==> src/rtl/peak_pkg.sv <==
// Shared types and default widths for the peak/trough interval detector.
package peak_pkg;

    localparam int unsigned DEF_W    = 10;
    localparam int unsigned DEF_HYST = 8;

    typedef enum logic [1:0] {
        IDLE,
        TRACK,
        SEEK_PEAK,
        SEEK_TROUGH
    } state_t;

endpackage

==> src/rtl/sat_counter.sv <==
// Up-counter that sticks at all-ones; clr has priority over inc.
module sat_counter #(
    parameter int unsigned W = 16
) (
    input  logic         clk,
    input  logic         reset,
    input  logic         clr,
    input  logic         inc,
    output logic [W-1:0] count,
    output logic         sat_c
);

    assign sat_c = &count;

    // Count register: clear, else increment until saturated.
    always_ff @(posedge clk or posedge reset) begin
        if (reset) begin
            count <= '0;
        end else if (clr) begin
            count <= '0;
        end else if (inc && !sat_c) begin
            count <= count + W'(1);
        end
    end

endmodule

==> src/rtl/peak_interval_detector.sv <==
// Hysteresis peak/trough detector with refractory window and peak-to-peak interval.
module peak_interval_detector
    import peak_pkg::*;
#(
    parameter int unsigned W       = DEF_W,
    parameter int unsigned HYST    = DEF_HYST,
    parameter int unsigned CNT_W   = 10,
    parameter int unsigned INT_W   = 16,
    parameter int unsigned REFRACT = 50
) (
    input  logic             clk,
    input  logic             reset,
    input  logic             sample_valid,
    input  logic [W-1:0]     sample,
    input  logic             clear,
    output logic             peak_pulse,
    output logic             trough_pulse,
    output logic [CNT_W-1:0] num_peaks,
    output logic [CNT_W-1:0] num_troughs,
    output logic [INT_W-1:0] interval,
    output logic             interval_valid,
    output logic             overflow
);

    // One extra bit so that x + HYST never wraps.
    localparam int unsigned CW = W + 1;
    localparam logic [INT_W-1:0] INT_MAX = '1;

    state_t           state, state_nx;
    logic [W-1:0]     lo, hi, ext;
    logic [W-1:0]     lo_nx, hi_nx, ext_nx;
    logic [CW-1:0]    s_x, lo_x, hi_x, ext_x, hyst_x;
    logic [INT_W-1:0] since_peak, d;
    logic             since_sat;
    logic             first_peak;
    logic             peak_conf, trough_conf, accept, emit_interval;

    assign s_x    = {1'b0, sample};
    assign lo_x   = {1'b0, lo};
    assign hi_x   = {1'b0, hi};
    assign ext_x  = {1'b0, ext};
    assign hyst_x = CW'(HYST);

    // Distance to the previous accepted peak if this sample confirms one.
    assign d = since_sat ? since_peak : since_peak + INT_W'(1);

    // Samples since the last accepted peak; restarts on acceptance or clear.
    sat_counter #(.W(INT_W)) u_since_peak (
        .clk   (clk),
        .reset (reset),
        .clr   (clear | accept),
        .inc   (sample_valid),
        .count (since_peak),
        .sat_c (since_sat)
    );

    // State register.
    always_ff @(posedge clk or posedge reset) begin
        if (reset) begin
            state <= IDLE;
        end else if (clear) begin
            state <= IDLE;
        end else begin
            state <= state_nx;
        end
    end

    // Next-state, extremum tracking and peak/trough confirmation.
    always_comb begin
        state_nx      = state;
        lo_nx         = lo;
        hi_nx         = hi;
        ext_nx        = ext;
        peak_conf     = 1'b0;
        trough_conf   = 1'b0;
        accept        = 1'b0;
        emit_interval = 1'b0;
        if (sample_valid && !clear) begin
            case (state)
                IDLE: begin
                    lo_nx    = sample;
                    hi_nx    = sample;
                    state_nx = TRACK;
                end
                TRACK: begin
                    if (sample < lo) lo_nx = sample;
                    if (sample > hi) hi_nx = sample;
                    if (s_x >= lo_x + hyst_x) begin
                        state_nx = SEEK_PEAK;
                        ext_nx   = sample;
                    end else if (s_x + hyst_x <= hi_x) begin
                        state_nx = SEEK_TROUGH;
                        ext_nx   = sample;
                    end
                end
                SEEK_PEAK: begin
                    if (sample > ext) begin
                        ext_nx = sample;
                    end else if (s_x + hyst_x <= ext_x) begin
                        peak_conf = 1'b1;
                        state_nx  = SEEK_TROUGH;
                        ext_nx    = sample;
                    end
                end
                SEEK_TROUGH: begin
                    if (sample < ext) begin
                        ext_nx = sample;
                    end else if (s_x >= ext_x + hyst_x) begin
                        trough_conf = 1'b1;
                        state_nx    = SEEK_PEAK;
                        ext_nx      = sample;
                    end
                end
                default: state_nx = IDLE;
            endcase
        end
        accept        = peak_conf && (first_peak || (32'(d) >= REFRACT));
        emit_interval = accept && !first_peak;
    end

    // Datapath and registered outputs.
    always_ff @(posedge clk or posedge reset) begin
        if (reset) begin
            lo             <= '0;
            hi             <= '0;
            ext            <= '0;
            first_peak     <= 1'b1;
            peak_pulse     <= 1'b0;
            trough_pulse   <= 1'b0;
            num_peaks      <= '0;
            num_troughs    <= '0;
            interval       <= '0;
            interval_valid <= 1'b0;
            overflow       <= 1'b0;
        end else if (clear) begin
            lo             <= '0;
            hi             <= '0;
            ext            <= '0;
            first_peak     <= 1'b1;
            peak_pulse     <= 1'b0;
            trough_pulse   <= 1'b0;
            num_peaks      <= '0;
            num_troughs    <= '0;
            interval       <= '0;
            interval_valid <= 1'b0;
            overflow       <= 1'b0;
        end else begin
            lo             <= lo_nx;
            hi             <= hi_nx;
            ext            <= ext_nx;
            peak_pulse     <= accept;
            trough_pulse   <= trough_conf;
            interval_valid <= emit_interval;
            if (accept) begin
                first_peak <= 1'b0;
                num_peaks  <= num_peaks + CNT_W'(1);
            end
            if (trough_conf) begin
                num_troughs <= num_troughs + CNT_W'(1);
            end
            if (emit_interval) begin
                interval <= d;
                if (d == INT_MAX) overflow <= 1'b1;
            end
        end
    end

endmodule

==> config.mk <==
export PLATFORM = sky130hd
export DESIGN_NAME = peak_interval_detector
export DESIGN_NICKNAME = d
export VERILOG_FILES = /design/src/rtl/peak_pkg.sv /design/src/rtl/sat_counter.sv /design/src/rtl/peak_interval_detector.sv
export SDC_FILE = /design/constraint.sdc
export NUM_CORES = 1
export LEC_CHECK = 0
export BUFFER_PORTS_ARGS = -buffer_cell sky130_fd_sc_hd__buf_2
export CAP_MARGIN = 20
export CELL_PAD_IN_SITES_DETAIL_PLACEMENT = 1
export CELL_PAD_IN_SITES_GLOBAL_PLACEMENT = 1
export CORE_MARGIN = 1
export CORE_UTILIZATION = 35
export DETAILED_ROUTE_END_ITERATION = 12
export GPL_TIMING_DRIVEN = 0
export HOLD_SLACK_MARGIN = 0.06
export PLACE_DENSITY = 0.73
export SYNTH_ARGS = -nofsm -noshare
export SYNTH_HDL_FRONTEND = slang
export SYNTH_SLANG_ARGS = --single-unit
==> constraint.sdc <==
create_clock -name clk -period 6.25 [get_ports clk]
set_input_delay 1.25 -clock clk [delete_from_list [all_inputs] [get_ports clk]]
set_output_delay 1.25 -clock clk [all_outputs]
set_load 0.02 [all_outputs]
==> qor.txt <==
Worst Path Arrival -> 4760 ps
DP Area -> 6979 µm²
via-per-instance ratio -> 5.527
Worst Max-Slew Pin Slew -> 907.3 ps
Synth Warn # -> 0
Initial DRC Count -> 256
Setup CP Type -> input port to register
die width -> 137.2 µm
Critical Path Source Type -> input port
Yosys cell types -> 75
Port Buffers -> 53
final core utilization -> 40.53%
Area growth syn-to-layout -> 13.81%
number of global-route vias before repair -> 5646
largest net degree at the start of global routing -> 53
status -> complete, no violations
overall routing resource usage -> 20.70%
mean post-synth cell area -> 9.205 µm²
Max Clk Rate -> 220.9 MHz
EDFF count, synth -> 0
hold_ws -> 490.1 ps
I/O pins -> 54
post-route cell area -> 7281 µm²
Setup TNS -> 0 ps
reg2reg setup slack -> 2570 ps
grt ovf -> 0
Hold Buf Count CTS -> 0
Initial Util -> 35.61%
drc violations -> 0
Synth area leader -> dfrtp_1
pre-CTS setup slack -> 1365 ps
Peak VDD IR -> 113.6 µV
Seq/Total Area, Yosys -> 34.83%
largest cells by area after synthesis -> dfrtp_1 34%, ha_1 13%, mux2i_1 5.9%, nor2_1 4.1%, xnor2_1 3.6%
crit end category -> register
PwrDens -> 207.3 nW/µm²
RSZ-0062 raised after global routing -> false
Synth Cell Area -> 6397 µm²
Max clock buf depth -> 2
Final Hold Violating Endpoints -> 0
placed insts -> 978
Num CTS Buffers -> 9
chip height -> 137.2 µm
TritonCTS clock tree -> yes
fin nets -> 838
Syn Inst Count -> 695
DIE AREA -> 18820 µm²
post-DP HPWL -> 13.73 mm
Final GP Congestion -> 0.8326
HP Class -> register to register
layout cells sized above 1 -> 14.12%
worst skew pair latency -> 360 ps
power consumption -> 1.509 mW
DRT antenna net count -> 0
Final Cycle Share -> 72.42%
Tmin final -> 4526 ps
Clock Sinks -> 89
postcts setup bufs -> 0
Worst Slack Setup Final -> 1724 ps
first-pass iteration count of the detailed router -> 4
crit path max fanout -> 10
asr flop ratio synth -> 100.0%
Worst EP required -> 6480 ps
Reg clk slew, reported paths -> 70 ps
CTS resizes -> 0
Rows -> 49
max_cap viols -> 0
skew final -> 13.10 ps
Final Setup Violations -> 0
CTS H-tree lvls -> 3
Final Non-Filler Cells -> 994
first-pass GRT wire length -> 29.84 mm
Leak -> 3.352 nW
Synth Register Bits -> 89
final slew viol count -> 0
DR vias -> 5494
initial antenna violation count -> 0
Ant. Diodes -> 0
root buffer cell -> clkbuf_16
Slew HR -> 39.40%
synthesized net count -> 773
Core ar. -> 17960 µm²
wirelength, routed -> 18.12 mm
Synth top area share -> 34.42%
WL per Instance -> 18.23 µm
dominant register cell in the synthesized netlist -> dfrtp_1
==> layer usage <==
metal	vias up	GRT usage, %	routed length [µm]
li1	2652	-	-
met1	2755	28.22	8738
met2	64	33.95	8733
met3	23	2.649	361
met4	0	6.532	286
met5	-	0	0
==> critical path: stages <==
cell and delay (ps):
buf_2 210, clkbuf_1 420, nand3_1 160, xnor2_1 230
ha_1 290, a211oi_1 360, o22ai_1 150, nor4_1 180
o221ai_1 350, clkbuf_1 330, o21ai_2 410, buf_2 320
nor2_1 80
==> where the power goes <==
part	internal (mW)	switching (mW)	total (mW)
logic	0.124	0.196	0.320
clock network	0.314	0.253	0.567
registers	0.598	0.0241	0.623
total	1.04	0.472	1.51
==> cell families (layout without fill, tap and decap cells) <==
logic type | Yosys count | after routing | synth area share [%]
AND/OR/NAND/NOR | 256 | 256 | 21.01
AO/OA/AOI/OAI | 122 | 122 | 13.83
flip-flops | 89 | 89 | 34.83
buffers and inverters | 77 | 147 | 5.007
adder cells (fa/ha/maj) | 64 | 64 | 12.52
XOR/XNOR | 45 | 45 | 6.161
multiplexers | 42 | 42 | 6.650
==> synthesized netlist by cell type (6+ instances only) <==
| cell type | count |
|---|---|
| dfrtp_1 | 88 |
| nor2_1 | 70 |
| ha_1 | 64 |
| nand2_1 | 49 |
| inv_1 | 41 |
| mux2i_1 | 38 |
| nand3_1 | 32 |
| xnor2_1 | 26 |
| a21oi_1 | 25 |
| nand4_1 | 25 |
| xor2_1 | 19 |
| o21ai_0 | 18 |
| clkbuf_1 | 14 |
| and3_1 | 13 |
| a32o_1 | 10 |
| buf_2 | 10 |
| and2_1 | 8 |
| nor4_1 | 8 |
| o211ai_1 | 8 |
| a211oi_1 | 7 |
| nor2b_1 | 6 |
| o31ai_1 | 6 |
==> final cells by class <==
type / instances / area (µm²)
Fill cell: 2132 / 10680
Multi-Input combinational cell: 529 / 3849
Sequential cell: 89 / 2228
Timing Repair Buffer: 54 / 292.8
Tap cell: 229 / 286.5
Clock buffer: 9 / 225.2
Inverter: 44 / 167.7
Buffer: 33 / 155.1
Clock inverter: 7 / 76.32
==> state kept, by name (all words and copies together), names as in the netlist <==
name and count:
ext 10, first_peak 1, hi 10, interval 16
interval_valid 1, lo 10, num_peaks 10, num_troughs 10
overflow 1, peak_pulse 1, state 2, trough_pulse 1
u_since_peak.count 16
==> final timing paths <==
kind	startpoint	endpoint	cells past startpoint
setup / recovery	sample[3]	u_since_peak.count[5]	13
hold / removal	num_troughs[9]	num_troughs[9]	1
setup reg to reg	ext[3]	num_troughs[9]	12
hold reg to reg	num_troughs[9]	num_troughs[9]	1
max in group asynchronous	reset	first_peak	3
min in group asynchronous	reset	trough_pulse	2
==> cells in the final DEF, fill, tap and decap left out, types with 4 or more instances in the layout <==
| cell | netlist | layout |
|---|---|---|
| nor2b_1 | 6 | 6 |
| and3_1 | 13 | 13 |
| o211ai_1 | 8 | 8 |
| nand2b_1 | 4 | 4 |
| nand2_1 | 49 | 49 |
| xnor2_1 | 26 | 26 |
| nand3_1 | 32 | 32 |
| o21ai_1 | 5 | 5 |
| o31ai_1 | 6 | 6 |
| or4_1 | 4 | 4 |
| buf_1 | 4 | 4 |
| and2_1 | 8 | 8 |
| clkbuf_1 | 14 | 14 |
| o21ai_0 | 18 | 18 |
| a21oi_1 | 25 | 25 |
| nor4_1 | 8 | 8 |
| inv_1 | 41 | 40 |
| and4_1 | 4 | 4 |
| o311ai_1 | 5 | 5 |
| nor3_1 | 5 | 5 |
| ha_1 | 64 | 64 |
| o21a_1 | 4 | 4 |
| buf_2 | 10 | 63 |
| a32o_1 | 10 | 10 |
| or3_1 | 4 | 4 |
| a211oi_1 | 7 | 7 |
| xor2_1 | 19 | 19 |
| dfrtp_1 | 88 | 88 |
| nand4_1 | 25 | 25 |
| clkbuf_16 | 0 | 9 |
| mux2i_1 | 38 | 38 |
| buf_4 | 5 | 5 |
| nor2_1 | 70 | 70 |
No activity file was read; power rests on OpenSTA's default activity.
